<file path="src/rtl/sha3_feed_controller.sv">
// sha3_feed_controller: splits a byte-length message into 64-bit words for a
// sha3_high_throughput core, tags the final (possibly empty) word with its
// byte count, then captures and holds the 512-bit digest until acknowledged.
//
// Ports:
//   clk, reset        single clock, synchronous active-high reset
//   start, msg_len    begin a message of msg_len bytes (accepted in IDLE only)
//   busy              high whenever the controller is not IDLE
//   s_data/s_valid/s_ready            upstream word stream (little-endian)
//   core_in/core_in_ready/core_is_last/core_byte_num  word strobe to core
//   core_buffer_full  core back-pressure
//   core_out/core_out_ready           digest from core
//   digest/digest_valid/digest_ack    captured digest to consumer
module sha3_feed_controller #(
  parameter int unsigned LEN_W = 16
) (
  input  logic             clk,
  input  logic             reset,
  input  logic             start,
  input  logic [LEN_W-1:0] msg_len,
  output logic             busy,
  input  logic [63:0]      s_data,
  input  logic             s_valid,
  output logic             s_ready,
  output logic [63:0]      core_in,
  output logic             core_in_ready,
  output logic             core_is_last,
  output logic [2:0]       core_byte_num,
  input  logic             core_buffer_full,
  input  logic [511:0]     core_out,
  input  logic             core_out_ready,
  output logic [511:0]     digest,
  output logic             digest_valid,
  input  logic             digest_ack
);

  localparam int unsigned NF_W = LEN_W - 3;

  typedef enum logic [2:0] {
    IDLE,
    FEED,
    LAST,
    WAIT_OUT,
    DONE
  } state_t;

  state_t          state, state_next;
  logic [NF_W-1:0] nfull, nfull_next;
  logic [2:0]      rem, rem_next;
  logic            capture;

  // Outputs are also held at zero while reset is asserted so that reset
  // dominates every other input within the same cycle.
  always_comb begin
    state_next    = state;
    nfull_next    = nfull;
    rem_next      = rem;
    s_ready       = 1'b0;
    core_in       = '0;
    core_in_ready = 1'b0;
    core_is_last  = 1'b0;
    core_byte_num = '0;
    capture       = 1'b0;
    busy          = 1'b0;

    if (!reset) begin
      busy = (state != IDLE);
      case (state)
        IDLE: begin
          if (start) begin
            nfull_next = msg_len[LEN_W-1:3];
            rem_next   = msg_len[2:0];
            state_next = (msg_len[LEN_W-1:3] != '0) ? FEED : LAST;
          end
        end

        FEED: begin
          s_ready = !core_buffer_full;
          if (s_valid && !core_buffer_full) begin
            core_in       = s_data;
            core_in_ready = 1'b1;
            nfull_next    = nfull - 1'b1;
            if (nfull == NF_W'(1)) state_next = LAST;
          end
        end

        LAST: begin
          if (rem != '0) begin
            s_ready = !core_buffer_full;
            if (s_valid && !core_buffer_full) begin
              core_in       = s_data;
              core_in_ready = 1'b1;
              core_is_last  = 1'b1;
              core_byte_num = rem;
              state_next    = WAIT_OUT;
            end
          end else if (!core_buffer_full) begin
            // Length is a multiple of 8: close the message with an empty word.
            core_in_ready = 1'b1;
            core_is_last  = 1'b1;
            state_next    = WAIT_OUT;
          end
        end

        WAIT_OUT: begin
          if (core_out_ready) begin
            capture    = 1'b1;
            state_next = DONE;
          end
        end

        DONE: begin
          if (digest_ack) state_next = IDLE;
        end

        default: state_next = IDLE;
      endcase
    end
  end

  always_ff @(posedge clk) begin
    if (reset) begin
      state        <= IDLE;
      nfull        <= '0;
      rem          <= '0;
      digest       <= '0;
      digest_valid <= 1'b0;
    end else begin
      state <= state_next;
      nfull <= nfull_next;
      rem   <= rem_next;
      if (capture) begin
        digest       <= core_out;
        digest_valid <= 1'b1;
      end else if (state == DONE && digest_ack) begin
        digest_valid <= 1'b0;
      end
    end
  end

endmodule

</file>
<file path="config.mk">
export PLATFORM = sky130hd
export DESIGN_NAME = sha3_feed_controller
export DESIGN_NICKNAME = d
export VERILOG_FILES = /design/src/rtl/sha3_feed_controller.sv
export SDC_FILE = /design/constraint.sdc
export NUM_CORES = 1
export LEC_CHECK = 0
export BUFFER_PORTS_ARGS = -buffer_cell sky130_fd_sc_hd__buf_2
export CAP_MARGIN = 30
export CORE_AREA = 2 2 460 462
export DETAILED_ROUTE_END_ITERATION = 10
export DIE_AREA = 0 0 462 464
export SLEW_MARGIN = 20
export SYNTH_ARGS = -nofsm -noshare
export SYNTH_HDL_FRONTEND = slang
export SYNTH_SLANG_ARGS = --single-unit
export TNS_END_PERCENT = 20
</file>
<file path="constraint.sdc">
create_clock -name clk -period 3.8 [get_ports clk]
set_clock_uncertainty 0.05 [all_clocks]
set_input_delay 0.57 -clock clk [delete_from_list [all_inputs] [get_ports clk]]
set_output_delay 0.57 -clock clk [all_outputs]
set_load 0.01 [all_outputs]
</file>
Word-level counts from Yosys, hierarchy flattened
Index checks and enable logic that the tools add are counted.

Bits in registers: 532. Input port bits: 599. Output and inout port bits: 584. Logic and storage cells: 67.

$add $sub $neg: 1. Equality and inequality tests: 12. Mux-type cells: 37. Reduce and logical (&&, ||, !) cells: 12.

Operators by type and width (number): two-way mux 64 bit (3); case mux 64 bit (2 select lines) (1); two-way mux 3 bit (12); two-way mux 13 bit (2); case mux 13 bit (2 select lines) (1); case mux 3 bit (5 select lines) (1); two-way mux 1 bit (14); equality test 13 x 1 -> 1 bit (second input constant) (1); nonzero test 13 bit (1); subtractor 13 x 1 -> 13 bit (second input constant) (1); != test 2 bit (second input constant) (5); AND reduction 7 bit (1); equality test 3 x 2 -> 1 bit (second input constant) (2); != test 3 bit (second input constant) (2); nonzero test 3 bit (2); case mux 1 bit (2 select lines) (2); nonzero test 2 bit (2); equality test 3 x 1 -> 1 bit (second input constant) (1); equality test 3 bit (second input constant) (1); zero test 3 bit (1); AND reduction 3 bit (1); logical AND 1 bit (2); two-way mux 2 bit (1); AND reduction 2 bit (1); zero test 1 bit (1).

Longest topological paths before layout
Depth in word-level cells: 6. Gate-level depth with buffers: 8. Depth with buffers taken out: 6.

Least setup slack after synthesis
OpenSTA, ideal clock, no wires.

Path kind: in2out. Start point: input reset. End point: output core_in_ready. Data arrival time: 1659 ps. Required time: 3180 ps. Setup slack: 1521 ps. Stages on the path: 4. Buffers on the path: 2. Cells stage by stage: clkbuf_1 -> clkbuf_1 -> nor4_1 -> o21bai_1.

Word-level cells in the longest chain between the ends: 1.

Ends and longest elaborated chain: start: declaration (line 18) `input logic reset,`; two-way mux 1 bit (line 66) `if (!reset) begin`; end: declaration (line 26) `output logic core_in_ready,`.

Every way passes these cells.

Worst setup path after layout
Start point: register state[1]. End point: output core_in[40].

Word-level cells in the longest chain between the ends: 3. Elaborated cells between the ends (all ways): 4. Those cells by class: eq/ne: 2; mux: 2.

Ends and longest elaborated chain: start: declaration (line 47) `state_t state, state_next;`; start signal: assignment (line 129) `state <= state_next;`; equality test 3 x 2 -> 1 bit or equality test 3 x 1 -> 1 bit (tied branches) (line 68) `case (state)`; case mux 64 bit (2 select lines) (*) (line 68); two-way mux 64 bit (*) (line 66); end: declaration (line 25) `output logic [63:0] core_in,`.

Every way passes the cells marked *; elsewhere a longest branch is shown, timed or not.

==> metrics.json <==
{
  "status": "finished clean",
  "drc": 0,
  "design.final.nets": 4275,
  "max-cap-violations": 0,
  "wire_per_inst_um": 22.9,
  "chipWidth_um": 462,
  "max_freq_mhz": 292,
  "synthesis.area_per_instance_um2": 7.76,
  "slew_headroom": 0.256,
  "resized_cells_post_cts": 0,
  "syn-instance-count": 2480,
  "via_count": 22200,
  "critPathArrivalTime_ns": 2.80,
  "top_post_synthesis_cells_by_area": "sky130_fd_sc_hd__dfxtp_1, sky130_fd_sc_hd__nand2_1, sky130_fd_sc_hd__a21oi_1",
  "post-synth-top-area-fraction": 0.554,
  "layout-drive-gt1-share": 0.362,
  "hold_path.class": "input pin to register",
  "hold_path.startpoint": "core_out[389]",
  "regToRegStartpoint": "state[1]",
  "worstHoldEndpoint": "digest[389]",
  "finalHoldViolCount": 0,
  "viasPerCell": 3.37,
  "yosys_register_bits": 532,
  "clkLatencyLatePin_ns": 0.68,
  "peakVddDrop_mv": 0.314,
  "synth_cell_types": 46,
  "tritoncts_num_sinks": 532,
  "maxSlewViolCount": 0,
  "clk_pin_slew_worst_paths_ns": 0.06,
  "synthFlopType": "sky130_fd_sc_hd__dfxtp_1",
  "core_region_area_um2": 209000,
  "leakagePower_nw": 13.2,
  "cp_data_required_time_ns": 3.18,
  "power_density_nw_per_um2": 504,
  "cts_tree": "yes",
  "worstRegToRegCells": 5,
  "clock_tree.htree_level_count": 3,
  "setup.worst_path.start_class": "register",
  "timing.setup.tns_ns": 0,
  "worst-path-max-fanout": 64,
  "dr.pass1.iters": 7,
  "ant_nets": 0,
  "root_buffer": "sky130_fd_sc_hd__clkbuf_16",
  "number_of_global_route_vias_before_repair": 20900,
  "mapped_nets": 3081,
  "async_reset_ff_frac": 0,
  "route.final.wire_length_um": 150000,
  "die_footprint_um2": 214000,
  "setup_viol_count_final": 0,
  "regToRegEndpoint": "digest[75]",
  "worst_slew_pin_slew_ns": 1.12,
  "syn_to_final_growth_pct": 64.4,
  "dpl.hpwl_um": 128000,
  "drtIter0Drc": 1395,
  "die_height_um": 464,
  "r2r_setup_slack_ns": 1.38,
  "synth_edf_count": 0,
  "setup_repair_after_global_routing_missed_its_margin": "false",
  "synth_top_cell_by_area": "sky130_fd_sc_hd__dfxtp_1",
  "pin_count_of_the_biggest_net_entering_global_routing": 174,
  "detailed_place.area_um2": 28300,
  "critical_path_class": "register to output pin",
  "min_cycle_time_layout_ns": 3.42,
  "yosys_warnings": 0,
  "critical_path.endpoint_type": "output pin",
  "layout_worst_path_cycle_share": 0.900,
  "gp_routability_congestion": 0.955,
  "start_util": 0.0920,
  "final_design_area_no_fill_um2": 31600,
  "num_ports": 1183,
  "cts_max_path_buffers": 3,
  "port-buffer-count": 1182,
  "yosysSeqAreaShare": 0.554,
  "hold_depth": 3,
  "globalRouteTotalUtil": 0.134,
  "grt_overflow": 0,
  "synth_area_um2": 19200,
  "tritoncts_buffer_count": 70,
  "global_route_wire_length_before_repair_um": 191000,
  "antenna_found_initial": 117,
  "row_count": 168
}
==> cells in the final DEF, fill, tap and decap left out, types with 2 or more instances in the layout <==
cell / synthesis / routed
sky130_fd_sc_hd__a211oi_1: 3 / 3
sky130_fd_sc_hd__a21o_1: 2 / 2
sky130_fd_sc_hd__a21oi_1: 533 / 533
sky130_fd_sc_hd__a22oi_1: 2 / 2
sky130_fd_sc_hd__a31oi_1: 4 / 4
sky130_fd_sc_hd__and2_1: 68 / 68
sky130_fd_sc_hd__and3_1: 2 / 2
sky130_fd_sc_hd__buf_12: 0 / 15
sky130_fd_sc_hd__buf_2: 73 / 1181
sky130_fd_sc_hd__buf_4: 11 / 28
sky130_fd_sc_hd__bufinv_16: 0 / 4
sky130_fd_sc_hd__clkbuf_1: 96 / 10
sky130_fd_sc_hd__clkbuf_16: 0 / 72
sky130_fd_sc_hd__clkbuf_8: 0 / 10
sky130_fd_sc_hd__clkinv_2: 0 / 13
sky130_fd_sc_hd__clkinv_4: 0 / 4
sky130_fd_sc_hd__clkinv_8: 0 / 3
sky130_fd_sc_hd__clkinvlp_4: 0 / 8
sky130_fd_sc_hd__dfxtp_1: 532 / 532
sky130_fd_sc_hd__diode_2: 0 / 31
sky130_fd_sc_hd__dlygate4sd3_1: 0 / 86
sky130_fd_sc_hd__ha_1: 2 / 2
sky130_fd_sc_hd__inv_1: 4 / 4
sky130_fd_sc_hd__inv_16: 0 / 2
sky130_fd_sc_hd__nand2_1: 1049 / 1049
sky130_fd_sc_hd__nand2b_1: 5 / 5
sky130_fd_sc_hd__nand3_1: 5 / 5
sky130_fd_sc_hd__nand4_1: 3 / 3
sky130_fd_sc_hd__nor2_1: 22 / 22
sky130_fd_sc_hd__nor2b_1: 4 / 4
sky130_fd_sc_hd__nor3_1: 10 / 10
sky130_fd_sc_hd__nor4_1: 6 / 6
sky130_fd_sc_hd__o21ai_0: 12 / 12
sky130_fd_sc_hd__o21ai_1: 2 / 2
sky130_fd_sc_hd__o31ai_1: 2 / 2
==> worst max path at each step <==
stage / startpoint / endpoint / cells past startpoint / slack (ns)
2_1_floorplan: reset / core_in_ready / 4 / 1.52
3_3_place_gp: state[1] / core_in[40] / 6 / 1.11
3_5_place_dp: state[1] / core_in[38] / 6 / 1.10
4_1_cts: state[1] / core_in[38] / 6 / 0.34
5_1_grt: state[1] / core_in[60] / 6 / 0.20
6_report: state[1] / core_in[40] / 6 / 0.38
==> timing repair <==
| item | 4_1_cts | 5_1_grt |
|---|---|---|
| hold buffers | 86 | 0 |
| setup buffers | 0 | 0 |
| endpoints found under the hold margin | 86 | 0 |
==> Yosys cell counts, types with 2 or more instances <==
cell / count
sky130_fd_sc_hd__a211oi_1: 3
sky130_fd_sc_hd__a21oi_1: 533
sky130_fd_sc_hd__o31ai_1: 2
sky130_fd_sc_hd__ha_1: 2
sky130_fd_sc_hd__and3_1: 2
sky130_fd_sc_hd__nor4_1: 6
sky130_fd_sc_hd__nand4_1: 3
sky130_fd_sc_hd__a22oi_1: 2
sky130_fd_sc_hd__nand3_1: 5
sky130_fd_sc_hd__o21ai_0: 12
sky130_fd_sc_hd__nand2_1: 1049
sky130_fd_sc_hd__buf_4: 11
sky130_fd_sc_hd__buf_2: 73
sky130_fd_sc_hd__dfxtp_1: 532
sky130_fd_sc_hd__clkbuf_2: 6
sky130_fd_sc_hd__nor3_1: 10
sky130_fd_sc_hd__inv_1: 4
sky130_fd_sc_hd__o21ai_1: 2
sky130_fd_sc_hd__nor2b_1: 4
sky130_fd_sc_hd__nand2b_1: 5
sky130_fd_sc_hd__clkbuf_1: 96
sky130_fd_sc_hd__a31oi_1: 4
sky130_fd_sc_hd__a21o_1: 2
sky130_fd_sc_hd__and2_1: 68
sky130_fd_sc_hd__nor2_1: 22
sky130_fd_sc_hd__buf_6: 2
==> stage by stage <==
stage / hold slack (ns) / utilization / std cells / setup slack (ns) / power (W)
after floorplan: 0.395 / - / 2480 / 1.52 / 0.00768
after global placement: 0.389 / 0.135 / 6321 / 1.11 / 0.00910
after detailed placement: 0.393 / 0.135 / 6321 / 1.10 / 0.00910
after CTS: 0.000560 / 0.151 / 6535 / 0.342 / 0.0162
after global routing: 0.0277 / 0.151 / 6551 / 0.202 / 0.0167
final: 0.0905 / 0.151 / 6566 / 0.378 / 0.0160
==> worst max-delay path, stage by stage (launching register included) <==
cell and delay (ns):
sky130_fd_sc_hd__dfxtp_1 0.73, sky130_fd_sc_hd__nor3b_1 0.25, sky130_fd_sc_hd__o21ai_1 0.14, sky130_fd_sc_hd__nor2_2 0.11, sky130_fd_sc_hd__buf_4 0.50, sky130_fd_sc_hd__and2_1 0.22, sky130_fd_sc_hd__buf_2 0.15
==> cell type report <==
class                           count  area, um2
Timing Repair Buffer             1311       7300
Sequential cell                   532      10700
Tap cell                         2805       3510
Antenna cell                       31       77.6
Multi-Input combinational cell   1755       7710
Inverter                            4       15.0
Fill cell                       24200     178000
Clock buffer                       92       1980
Clock inverter                     36        389
==> per-layer routing <==
metal / vias up / global-route usage / part of all wire
met4: 24 / 0.0493 / 0.033
met1: 10100 / 0.152 / 0.39
met2: 1278 / 0.195 / 0.41
met3: 280 / 0.0915 / 0.17
met5: - / 0 / 0.0011
li1: 10400 / - / -
==> power breakdown <==
part	internal [W]	total (W)	switching [W]
logic	0.00103	0.00289	0.00186
clock network	0.00399	0.00687	0.00288
registers	0.00593	0.00619	0.000260
==> state kept, by name, indices dropped and copies added, names as in the netlist <==
signal and count:
rem 3, state 3, digest_valid 1, digest 512, nfull 13
==> kinds of logic after synthesis <==
family	Yosys count	share of synthesized area
buffers and inverters	193	0.0457
AOI/OAI and AO/OA	571	0.153
adders and majority gates	2	0.00130
muxes	1	0.000520
DFF	532	0.554
and+or+nand+nor	1181	0.246
(Power assumes the default switching activity.)
